[src/rtl/lc3b_types.sv]
// Shared types for the execute-stage indirect-op sequencer.
package lc3b_types;

    typedef enum logic [1:0] {
        KIND_NORM = 2'd0,
        KIND_LDI  = 2'd1,
        KIND_STI  = 2'd2
    } ex_seq_kind_t;

    typedef enum logic [1:0] {
        IDLE,
        PTR_WAIT,
        PTR_ISSUE,
        FINAL
    } ex_seq_state_t;

    // Enough for up to 7 levels of indirection.
    localparam int unsigned EX_SEQ_LVL_W = 3;

endpackage

[src/rtl/ex_out_slot.sv]
// Single-entry valid/ready hold register driving the memory-stage request.
module ex_out_slot #(
    parameter int unsigned WIDTH = 16,
    parameter int unsigned REG_W = 3
) (
    input  logic             clk,
    input  logic             rst_n,
    input  logic             flush,
    input  logic             push,
    input  logic [WIDTH-1:0] push_addr,
    input  logic             push_read,
    input  logic             push_write,
    input  logic [WIDTH-1:0] push_wdata,
    input  logic [REG_W-1:0] push_dr,
    input  logic             push_last,
    input  logic             ready,
    output logic             free,
    output logic             valid,
    output logic [WIDTH-1:0] addr,
    output logic             read,
    output logic             write,
    output logic [WIDTH-1:0] wdata,
    output logic [REG_W-1:0] dr,
    output logic             last
);

    // Loadable when empty or being drained this cycle.
    assign free = !valid || ready;

    always_ff @(posedge clk or negedge rst_n) begin
        if (!rst_n) begin
            valid <= 1'b0;
            addr  <= '0;
            read  <= 1'b0;
            write <= 1'b0;
            wdata <= '0;
            dr    <= '0;
            last  <= 1'b0;
        end else if (flush) begin
            valid <= 1'b0;
        end else if (push) begin
            valid <= 1'b1;
            addr  <= push_addr;
            read  <= push_read;
            write <= push_write;
            wdata <= push_wdata;
            dr    <= push_dr;
            last  <= push_last;
        end else if (ready) begin
            valid <= 1'b0;
        end
    end

endmodule

[src/rtl/ex_indirect_seq.sv]
// Cracks indirect loads/stores into DEPTH pointer reads plus one final access.
// Optional macro EX_IND_PTR_ALIGN_EN: force pointer bit 0 low and flag odd pointers.
module ex_indirect_seq
    import lc3b_types::*;
#(
    parameter int unsigned WIDTH = 16,
    parameter int unsigned DEPTH = 1,
    parameter int unsigned REG_W = 3
) (
    input  logic             clk,
    input  logic             rst_n,
    input  logic             flush,
    input  logic             in_valid,
    output logic             in_ready,
    input  ex_seq_kind_t     in_kind,
    input  logic             in_rd,
    input  logic             in_wr,
    input  logic [WIDTH-1:0] in_addr,
    input  logic [WIDTH-1:0] in_data,
    input  logic [REG_W-1:0] in_dr,
    output logic             mem_valid,
    input  logic             mem_ready,
    output logic [WIDTH-1:0] mem_addr,
    output logic             mem_read,
    output logic             mem_write,
    output logic [WIDTH-1:0] mem_wdata,
    output logic [REG_W-1:0] mem_dr,
    output logic             mem_last,
    input  logic             rd_valid,
    input  logic [WIDTH-1:0] rd_data,
    output logic             busy,
    output logic             err_misalign
);

    localparam logic [EX_SEQ_LVL_W-1:0] LVL_ONE = EX_SEQ_LVL_W'(1);
    localparam logic [EX_SEQ_LVL_W-1:0] LVL_MAX = EX_SEQ_LVL_W'(DEPTH);

    ex_seq_state_t           state_q, state_d;
    logic [EX_SEQ_LVL_W-1:0] level_q, level_d;
    logic [WIDTH-1:0]        ptr_q, ptr_d;
    logic [WIDTH-1:0]        sdata_q, sdata_d;
    logic [REG_W-1:0]        dr_q, dr_d;
    logic                    sti_q, sti_d;

    logic             slot_free;
    logic             push;
    logic [WIDTH-1:0] p_addr;
    logic             p_read;
    logic             p_write;
    logic [WIDTH-1:0] p_wdata;
    logic [REG_W-1:0] p_dr;
    logic             p_last;
    logic [WIDTH-1:0] cap_ptr;

`ifdef EX_IND_PTR_ALIGN_EN
    logic err_q;

    assign cap_ptr = {rd_data[WIDTH-1:1], 1'b0};

    always_ff @(posedge clk or negedge rst_n) begin
        if (!rst_n) begin
            err_q <= 1'b0;
        end else begin
            err_q <= !flush && (state_q == PTR_WAIT) && rd_valid && rd_data[0];
        end
    end

    assign err_misalign = err_q;
`else
    assign cap_ptr      = rd_data;
    assign err_misalign = 1'b0;
`endif

    assign in_ready = (state_q == IDLE) && slot_free && !flush;
    assign busy     = (state_q != IDLE);

    always_comb begin
        state_d = state_q;
        level_d = level_q;
        ptr_d   = ptr_q;
        sdata_d = sdata_q;
        dr_d    = dr_q;
        sti_d   = sti_q;
        push    = 1'b0;
        p_addr  = '0;
        p_read  = 1'b0;
        p_write = 1'b0;
        p_wdata = '0;
        p_dr    = dr_q;
        p_last  = 1'b0;

        if (flush) begin
            state_d = IDLE;
            level_d = '0;
        end else begin
            case (state_q)
                IDLE: begin
                    if (in_valid && in_ready) begin
                        push   = 1'b1;
                        p_addr = in_addr;
                        p_dr   = in_dr;
                        if (in_kind == KIND_LDI || in_kind == KIND_STI) begin
                            p_read  = 1'b1;
                            sdata_d = in_data;
                            dr_d    = in_dr;
                            sti_d   = (in_kind == KIND_STI);
                            level_d = LVL_ONE;
                            state_d = PTR_WAIT;
                        end else begin
                            p_read  = in_rd;
                            p_write = in_wr;
                            p_wdata = in_data;
                            p_last  = 1'b1;
                        end
                    end
                end
                PTR_WAIT: begin
                    if (rd_valid) begin
                        ptr_d = cap_ptr;
                        if (level_q < LVL_MAX) begin
                            // Issue straight away if the slot can take it.
                            if (slot_free) begin
                                push    = 1'b1;
                                p_addr  = cap_ptr;
                                p_read  = 1'b1;
                                level_d = level_q + LVL_ONE;
                            end else begin
                                state_d = PTR_ISSUE;
                            end
                        end else begin
                            state_d = FINAL;
                        end
                    end
                end
                PTR_ISSUE: begin
                    if (slot_free) begin
                        push    = 1'b1;
                        p_addr  = ptr_q;
                        p_read  = 1'b1;
                        level_d = level_q + LVL_ONE;
                        state_d = PTR_WAIT;
                    end
                end
                FINAL: begin
                    if (slot_free) begin
                        push    = 1'b1;
                        p_addr  = ptr_q;
                        p_read  = !sti_q;
                        p_write = sti_q;
                        p_wdata = sdata_q;
                        p_last  = 1'b1;
                        level_d = '0;
                        state_d = IDLE;
                    end
                end
                default: begin
                    state_d = IDLE;
                    level_d = '0;
                end
            endcase
        end
    end

    always_ff @(posedge clk or negedge rst_n) begin
        if (!rst_n) begin
            state_q <= IDLE;
            level_q <= '0;
            ptr_q   <= '0;
            sdata_q <= '0;
            dr_q    <= '0;
            sti_q   <= 1'b0;
        end else begin
            state_q <= state_d;
            level_q <= level_d;
            ptr_q   <= ptr_d;
            sdata_q <= sdata_d;
            dr_q    <= dr_d;
            sti_q   <= sti_d;
        end
    end

    ex_out_slot #(
        .WIDTH (WIDTH),
        .REG_W (REG_W)
    ) u_slot (
        .clk        (clk),
        .rst_n      (rst_n),
        .flush      (flush),
        .push       (push),
        .push_addr  (p_addr),
        .push_read  (p_read),
        .push_write (p_write),
        .push_wdata (p_wdata),
        .push_dr    (p_dr),
        .push_last  (p_last),
        .ready      (mem_ready),
        .free       (slot_free),
        .valid      (mem_valid),
        .addr       (mem_addr),
        .read       (mem_read),
        .write      (mem_write),
        .wdata      (mem_wdata),
        .dr         (mem_dr),
        .last       (mem_last)
    );

endmodule

[config.mk]
export PLATFORM = sky130hd
export DESIGN_NAME = ex_indirect_seq
export DESIGN_NICKNAME = d
export VERILOG_FILES = /design/src/rtl/lc3b_types.sv /design/src/rtl/ex_out_slot.sv /design/src/rtl/ex_indirect_seq.sv
export SDC_FILE = /design/constraint.sdc
export NUM_CORES = 1
export LEC_CHECK = 0
export CAP_MARGIN = 20
export CORE_MARGIN = 3
export CORE_UTILIZATION = 45
export DETAILED_ROUTE_END_ITERATION = 7
export GPL_TIMING_DRIVEN = 0
export PLACE_DENSITY = 0.8
export SYNTH_ARGS = -nofsm -noshare
export SYNTH_HDL_FRONTEND = slang
export SYNTH_SLANG_ARGS = --single-unit
[constraint.sdc]
create_clock -name clk -period 2 [get_ports clk]
set_clock_uncertainty 0.1 [all_clocks]
set_input_delay 0.4 -clock clk [delete_from_list [all_inputs] [get_ports clk]]
set_output_delay 0.4 -clock clk [all_outputs]
set_load 0.005 [all_outputs]
==> results of run 1 <==
## area by class of cell
cell class              count  area (um^2)
repair buffers            131         1340
multi-input cells         220         2210
well taps                 108          135
plain buffers              27          213
flip-flops and latches     80         2010
inverters                  10         42.5
fillers                   613         2640
clock buffers              11          141
clock inverters             5         38.8
## metrics by stage
stage | utilization (%) | cell area [um^2] | hold WS (ps)
after floorplan | - | 4180 | 4.41
after global placement | 60.7 | 5320 | 384
after detailed placement | 61.0 | 5340 | 237
after CTS | 66.9 | 5860 | 196
after global routing | 69.9 | 6130 | 215
final | 69.9 | 6130 | 207
## timing repair
action                                 CTS  global route
pin swaps                                9            16
gates cloned                             2             4
setup endpoints to repair               64            63
buffers inserted                        16             8
resized for setup                       51            59
endpoints found under the hold margin   23             0
hold buffers                             1             0
## critical path: cells and delay by family (launching register included)
kind            cells  cell delay (ps)
compound gates      2              490
fa+ha+maj           1              140
buf+inv             3              450
flops               1              410
simple gates        2              400
## synth_stat cells, types with 2 or more instances
| cell | instances | area [um^2] |
|---|---|---|
| o31ai_1 | 3 | 22.5 |
| clkbuf_1 | 13 | 48.8 |
| a31oi_1 | 19 | 119 |
| nor2b_1 | 11 | 68.8 |
| mux2_2 | 60 | 676 |
| inv_1 | 10 | 37.5 |
| a21oi_1 | 10 | 50.1 |
| nand2b_1 | 3 | 18.8 |
| a22o_1 | 35 | 307 |
| buf_1 | 2 | 7.51 |
| nand3_1 | 5 | 25.0 |
| nand4_1 | 25 | 156 |
| ha_1 | 8 | 100 |
| a22oi_1 | 8 | 60.1 |
| nor2_1 | 3 | 11.3 |
| nand2_1 | 2 | 7.51 |
| buf_6 | 2 | 22.5 |
| buf_2 | 7 | 35.0 |
| o21ai_0 | 3 | 15.0 |
| buf_4 | 8 | 60.1 |
| dfrtp_1 | 80 | 2000 |
## power groups by stage
stage | Clock (mW) | Sequential [mW] | Combinational, mW
after global routing | 1.23 | 2.81 | 4.53
after floorplan | 0 | 2.65 | 2.00
final | 1.15 | 2.74 | 4.25
after detailed placement | 0 | 2.72 | 3.25
after CTS | 1.15 | 2.68 | 3.78
after global placement | 0 | 2.68 | 3.17
## cells by family after synthesis
kind of cell	Yosys count	synth area share, %
other	1	0.0918
and+or+nand+nor	58	9.22
AOI/OAI and AO/OA	92	17.3
muxes	61	16.8
DFF	80	49.0
buffers and inverters	42	5.18
adders and majority gates	8	2.45
## worst max path at each step
stage               start               end  slack, ps  depth (start not counted)
2_1_floorplan  state_q[0]   u_slot.addr[10]        -40                          7
3_3_place_gp        rst_n        state_q[1]      -2630                          1
3_5_place_dp     in_valid       sdata_q[11]       -670                          6
4_1_cts        state_q[1]    u_slot.addr[5]       -180                          9
5_1_grt        state_q[1]   u_slot.wdata[9]       -170                          8
6_report       state_q[0]  u_slot.wdata[13]       -100                          8
## metal layers
| layer | up-vias | wire (um) | global-route usage [%] |
|---|---|---|---|
| met1 | 1805 | 4970 | 29.3 |
| met5 | - | 0 | 0 |
| met4 | 0 | 224 | 6.03 |
| li1 | 1585 | - | - |
| met3 | 27 | 1020 | 4.20 |
| met2 | 190 | 6150 | 38.8 |
## cells in the final DEF (no fill, tap or decap), drive strengths merged, types with 3 or more instances in the layout
cell | synthesis | routed
a21oi | 11 | 11
a22o | 35 | 35
a22oi | 8 | 8
a31oi | 19 | 19
buf | 19 | 44
clkbuf | 13 | 26
clkdlybuf4s50 | 0 | 96
dfrtp | 80 | 80
ha | 8 | 8
inv | 10 | 13
mux2 | 60 | 60
nand2b | 3 | 3
nand3 | 5 | 5
nand4 | 25 | 25
nor2 | 3 | 3
nor2b | 11 | 11
o21ai | 3 | 3
o31ai | 3 | 3
## sequential cells by signal, summed over array words and instances (netlist names)
name,cells
dr_q,3
state_q,2
u_slot.last,1
ptr_q,16
u_slot.read,1
u_slot.dr,3
sdata_q,16
u_slot.write,1
level_q,3
u_slot.wdata,16
sti_q,1
u_slot.addr,16
u_slot.valid,1
==> results.cfg, run 1 <==
[power]
p_total_mw = 8.14
ir_drop_mv = 0.602
comb_power_share_pct = 52.2
pwr-share-seq_pct = 33.6
p_clk_share_pct = 14.1
netSwitchingPower_mw = 2.85
p_leak_nw = 2.66
cellInternalPower_mw = 5.29
power_density_nw_per_um2 = 1330
swShare_pct = 35.0

[floorplan]
die_y_um = 101
fp.coreArea_um2 = 8760
io_pins = 103
start_util_pct = 46.6
die_area_um2 = 10300
fp.dieW_um = 101
num_rows = 34

[synth]
yosysWarningCount = 0
syn-num-nets = 411
synth-seq-cells = 80
ys_seq_area_share_pct = 49.0
synth_ff_type = dfrtp_1
ys_types = 46
synth_cells = 342
synth_edf_count = 0
netlist_area_um2 = 4090
async_flop_share_pct = 100
synth_area_per_cell_um2 = 11.9

[timing]
slew_headroom_pct = 64.4
fin_crit_sh_pct = 105
fmax_ghz = 0.477
period_needed_ps = 2100
layout_setup_ws_ps = -97.9
final_max_slew_viol_count = 0
setup_viol = 60
hold_violations = 0
setup_tns_ps = -2640
rsz0062_at_grt = true
tightestPinTransition_ps = 529

[drt]
ant_nets = 0
drc_errors = 0
viasPerCell = 6.09
wire_per_inst_um = 20.9
drt_iter0_markers = 267
firstDrtPassIters = 5
drt_wl_total_mm = 12.4
num_vias = 3607

[clock_network]
path_clk_slew_ps = 90
clk_path_buf_depth = 2
cts_buffers = 9
worstSkewPairLatency_ps = 360
cts-root-buf = clkbuf_8
cts_max_level = 3
clkSinkCount = 80
cts_tree = done

[grt]
antenna_found_initial = 0
grt_max_degree = 58
grt_pass1_vias = 3561
grt_pass1_wl_mm = 18.4
gr-usage-all-layers_pct = 22.6
overflow = 0

[worst_setup_path]
r2r-end = u_slot.wdata[13]
start_kind = register
cp_cell_sequence = buf_6, ha_4, nor4b_4, nand3_2, a21o_4, buf_12, clkbuf_16, a22o_1
cp-end-kind = register
slowest_delay_ps = 410
r2r-start = state_q[0]
ff2ff_path_depth = 8
cpMaxStageDelayCell = dfrtp_2
critPathMaxFanout = 6
path_class = reg2reg
worstPathRequired_ps = 2150
worst_ep_arrival_time_ps = 2250
reg2reg_slack_ps = -100

[run]
maxCapViolCount = 0

[placed_design]
place_congestion = 0.831
dp_slack_ps = -674
placedCellCount = 551
port_buffers = 100
dpl.hpwl_mm = 7.75

[finish]
diodes = 0
final_nets = 548
drive_above_1_share_pct = 33.3
syn_to_final_growth_pct = 50.0
instances_no_fill = 592

[min_path]
hold_depth = 2
min_from = flush
min_to = state_q[0]
holdCritPathClass = in2reg

[run_status]
status = complete, but fails checks
violations = negative setup slack
Power figures use the tool's default switching activity.
==> run 2: changes to the inputs <==
--- a/config.mk
+++ b/config.mk
@@ -7,10 +7,10 @@
 export LEC_CHECK = 0
 export CAP_MARGIN = 20
 export CORE_MARGIN = 3
-export CORE_UTILIZATION = 45
+export CORE_UTILIZATION = 30
 export DETAILED_ROUTE_END_ITERATION = 7
 export GPL_TIMING_DRIVEN = 0
-export PLACE_DENSITY = 0.8
+export PLACE_DENSITY = 0.58
 export SYNTH_ARGS = -nofsm -noshare
 export SYNTH_HDL_FRONTEND = slang
 export SYNTH_SLANG_ARGS = --single-unit
==> run 2 against run 1 <==
Net effect: the run still ends with negative setup slack left; routed wire length rose by 3.5%; register-to-register slack barely moved; clock-buffer cell count rose by 3.
==> results.cfg, run 2 (synthesized netlist as in run 1, its figures left out) <==
[drt]
ant_nets = 0
wl_met2_mm = 5.92
wire_per_inst_um = 19.3
num_vias = 3503
firstDrtPassIters = 5
viasPerCell = 5.29
top_layer_used = met4
met1_length_mm = 5.70
drt_iter0_markers = 238
drt_wl_total_mm = 12.8
drc_errors = 0
met3_length_um = 978

[finish]
final_common_cell = clkdlybuf4s50_1
syn_to_final_growth_pct = 55.7
final_nets = 550
final_util_pct = 47.8
drive_above_1_share_pct = 34.4
fill_cells = 1176
multi_input_area_um2 = 2170
diodes = 0
seq_area_um2 = 2000
mostFrequentLayoutCells = clkdlybuf4s50_1 (97), dfrtp_1 (78), a22o_1 (34)

[grt]
antenna_found_initial = 0
gr-usage-all-layers_pct = 17.4
grt_pass1_wl_mm = 20.0
grt_pass1_vias = 3568
overflow = 0
grt_max_degree = 55

[floorplan]
fp.coreArea_um2 = 13300
die_area_um2 = 15100
num_rows = 42
start_util_pct = 30.7
io_pins = 103
die_y_um = 123
fp.dieW_um = 123

[clock_network]
cts-root-buf = clkbuf_16
cts_max_level = 3
clkSinkCount = 80
cts_tree = done
worstSkewPairLatency_ps = 340
clk_path_buf_depth = 2
cts_buffers = 9
path_clk_slew_ps = 60

[worst_setup_path]
critPathMaxFanout = 5
cp_cell_sequence = inv_4, ha_4, nor2b_4, buf_6, buf_6, nand3_4, nor2_4, buf_6, buf_16, mux2_4
worstPathRequired_ps = 2120
worst_ep_arrival_time_ps = 2230
start_kind = register
path_class = reg2reg
crit_top_cell = buf_6
slowest_delay_ps = 440
cp-end-kind = register
cpMaxStageDelayCell = dfrtp_2

[timing]
fin_crit_sh_pct = 106
setup_viol = 58
hold_violations = 0
period_needed_ps = 2110
rsz0062_at_grt = true
fmax_ghz = 0.474
final_max_slew_viol_count = 0
layout_setup_ws_ps = -110

[placed_design]
port_buffers = 100
dpl.hpwl_mm = 8.14
place_congestion = 0.757
dp_slack_ps = -782

[run_status]
violations = negative setup slack
status = complete, but fails checks

[power]
power_density_nw_per_um2 = 1380
p_leak_nw = 2.74
p_total_mw = 8.79
ir_drop_mv = 0.619

[min_path]
holdCritPathClass = in2reg

[run]
maxCapViolCount = 0
## run 2: path summary, 6_finish.rpt
path | startpoint | end | slack (ps) | cells past startpoint
worst min-delay path | flush | level_q[0] | 250 | 2
worst max-delay path | state_q[0] | sdata_q[8] | -110 | 10
min in group asynchronous | rst_n | state_q[0] | 450 | 2
worst min register to register | dr_q[0] | dr_q[0] | 400 | 1
max in group asynchronous | rst_n | u_slot.valid | 750 | 3
worst max register to register | state_q[0] | sdata_q[8] | -110 | 10
## run 2: worst max-delay path, delay by kind of cell, from the launching register on
kind | cells | cell delay (ps)
buffers and inverters | 5 | 570
flip-flops | 1 | 440
AND/OR/NAND/NOR | 3 | 430
multiplexers | 1 | 300
adder cells (fa/ha/maj) | 1 | 150
## run 2: metrics by stage
stage                     setup TNS [ps]  instance area, um^2  hold slack [ps]  instances
after floorplan                    -1460                 4180             4.41        342
after global placement           -249540                 5400              384        618
after detailed placement          -44690                 5430              258        619
after CTS                          -5590                 6330              244        663
after global routing               -7020                 6360              267        662
final                              -3320                 6360              253        662
## run 2: metal layers
layer / GRT usage [%] / vias to the layer above
li1: - / 1582
met1: 23.6 / 1748
met2: 26.4 / 155
met3: 5.21 / 18
met4: 5.74 / 0
met5: 0 / -
## run 2: layout make-up
cell class / count / share of cell area (%)
inverters: 10 / 0.669
multi-input cells: 220 / 34.2
plain buffers: 27 / 3.50
clock buffers: 14 / 4.31
flip-flops and latches: 80 / 31.5
repair buffers: 133 / 21.4
clock inverters: 2 / 0.945
well taps: 176 / 3.46
## run 2: power by group
part	switching (mW)	internal (mW)	total, mW	leakage, nW
sequential	0.416	2.31	2.72	1.01
clock	0.635	1.20	1.83	0.163
combinational	1.74	2.50	4.23	1.57
total	2.79	6.00	8.79	2.74
## run 2: what timing repair did
action                     4_1_cts  5_1_grt
setup endpoints to repair       65       63
hold endpoints to repair        26        0
resized for setup               79       34
pin swaps                       29        8
gates cloned                     5        0
hold buffers                     1        0
buffers inserted                24        4
==> run 3: changes to the inputs <==
--- a/config.mk
+++ b/config.mk
@@ -10,7 +10,6 @@
 export CORE_UTILIZATION = 30
 export DETAILED_ROUTE_END_ITERATION = 7
 export GPL_TIMING_DRIVEN = 0
-export PLACE_DENSITY = 0.58
 export SYNTH_ARGS = -nofsm -noshare
 export SYNTH_HDL_FRONTEND = slang
 export SYNTH_SLANG_ARGS = --single-unit
==> run 3 against run 2 <==
Net effect: the run still ends with negative setup slack left; critical path type unchanged; highest routed layer unchanged; non-clock buffer count decreased by 5; register-to-register slack got worse by 20 ps; utilization decreased by 0.14 points; critical endpoint is now u_slot.addr[0]; fmax decreased by 0.90%; sequential power about the same; setup slack got worse by 19 ps; hold slack got worse by 23 ps.
==> results.cfg, run 3 (synthesized netlist as in run 1, its figures left out) <==
[run_status]
status = complete, but fails checks
violations = negative setup slack

[worst_setup_path]
worstPathRequired_ps = 2130
critPathMaxFanout = 5
start_kind = register
cp-end-kind = register
worst_ep_arrival_time_ps = 2260
path_class = reg2reg

[finish]
instances_no_fill = 657
drive_above_1_share_pct = 34.5
mostFrequentLayoutCells = clkdlybuf4s50_1 (97), dfrtp_1 (78), mux2_4 (37)
diodes = 0
final_util_pct = 47.7
final_common_cell = clkdlybuf4s50_1
final_area_um2 = 6340
final_nets = 545
syn_to_final_growth_pct = 55.2

[grt]
overflow = 0
grt_pass1_wl_mm = 19.4
gr-usage-all-layers_pct = 16.9
antenna_found_initial = 0
grt_max_degree = 50
grt_pass1_vias = 3598

[timing]
rsz0062_at_grt = true
layout_setup_ws_ps = -129
final_max_slew_viol_count = 0
holdWs_ps = 230
period_needed_ps = 2130
tightestPinTransition_ps = 521
slew_headroom_pct = 65.3
fin_crit_sh_pct = 106
fmax_ghz = 0.470
setup_viol = 41
hold_violations = 0
setup_tns_ps = -2700

[drt]
ant_nets = 0
wire_per_inst_um = 19.4
drt_wl_total_mm = 12.8
num_vias = 3454
drt_iter0_markers = 222
firstDrtPassIters = 7
drc_errors = 0
viasPerCell = 5.26

[min_path]
holdCritPathClass = in2reg

[floorplan]
num_rows = 42
start_util_pct = 30.7
die_y_um = 123
fp.dieW_um = 123
fp.coreArea_um2 = 13300
die_area_um2 = 15100
io_pins = 103

[clock_network]
cts_max_level = 3
clk_path_buf_depth = 2
path_clk_slew_ps = 60
clkSinkCount = 80
cts_buffers = 9
cts_tree = done
worstSkewPairLatency_ps = 350
cts-root-buf = clkbuf_16

[placed_design]
place_congestion = 0.789
dp_slack_ps = -754
placed_area_um2 = 5430
port_buffers = 100
placedCellCount = 619
dpl.hpwl_mm = 8.12

[run]
maxCapViolCount = 0

[power]
p_total_mw = 8.65
p_leak_nw = 2.72
ir_drop_mv = 0.901
power_density_nw_per_um2 = 1360
-- run 3: cell count changes in the layout (fill, tap and decap cells not counted), sizes merged --
cell	change
bufinv	-1
buf	-5
clkinvlp	+2
clkinv	+3
clkbuf	-4
-- run 3: where the power goes --
group | switching [mW] | internal [mW]
Combinational | 1.75 | 2.52
Sequential | 0.425 | 2.31
Clock | 0.691 | 0.961
-- run 3: area by class of cell --
cell class / count / area, um^2
buffer: 28 / 254
sequential: 80 / 2000
clock buffer: 10 / 229
clock inverter: 6 / 60.1
timing repair buffer: 127 / 1310
inverter: 10 / 42.5
fill: 1219 / 6960
multi-input combinational: 220 / 2220
tap: 176 / 220
-- run 3: worst max-delay path, cell delays in order (launching register included) --
cell and delay, ps:
dfrtp_2 430, inv_4 100, ha_4 140, nor4b_4 250
nand3_2 150, a21o_4 270, buf_12 140, buf_12 130
mux2_4 290
-- run 3: metal layers --
metal	routed length, um	track usage (%)	vias to the layer above
li1	-	-	1577
met1	5660	22.3	1735
met2	5830	25.5	129
met3	1120	7.24	13
met4	173	4.76	0
met5	0	0	-
-- run 3: worst paths after layout --
kind	startpoint	endpoint	slack, ps	cells past startpoint
min	flush	state_q[0]	230	2
max in group asynchronous	rst_n	state_q[1]	760	3
max	state_q[1]	u_slot.addr[0]	-130	8
min in group asynchronous	rst_n	sdata_q[10]	440	2
max reg2reg	state_q[1]	u_slot.addr[0]	-130	8
min reg2reg	ptr_q[6]	ptr_q[6]	410	1
-- run 3: what timing repair did --
item	CTS	global route
buffers inserted	19	3
pin swaps	14	13
hold buffers	1	0
resized for setup	69	51
endpoints found under the setup margin	65	62
cloned	3	2
endpoints found under the hold margin	31	0
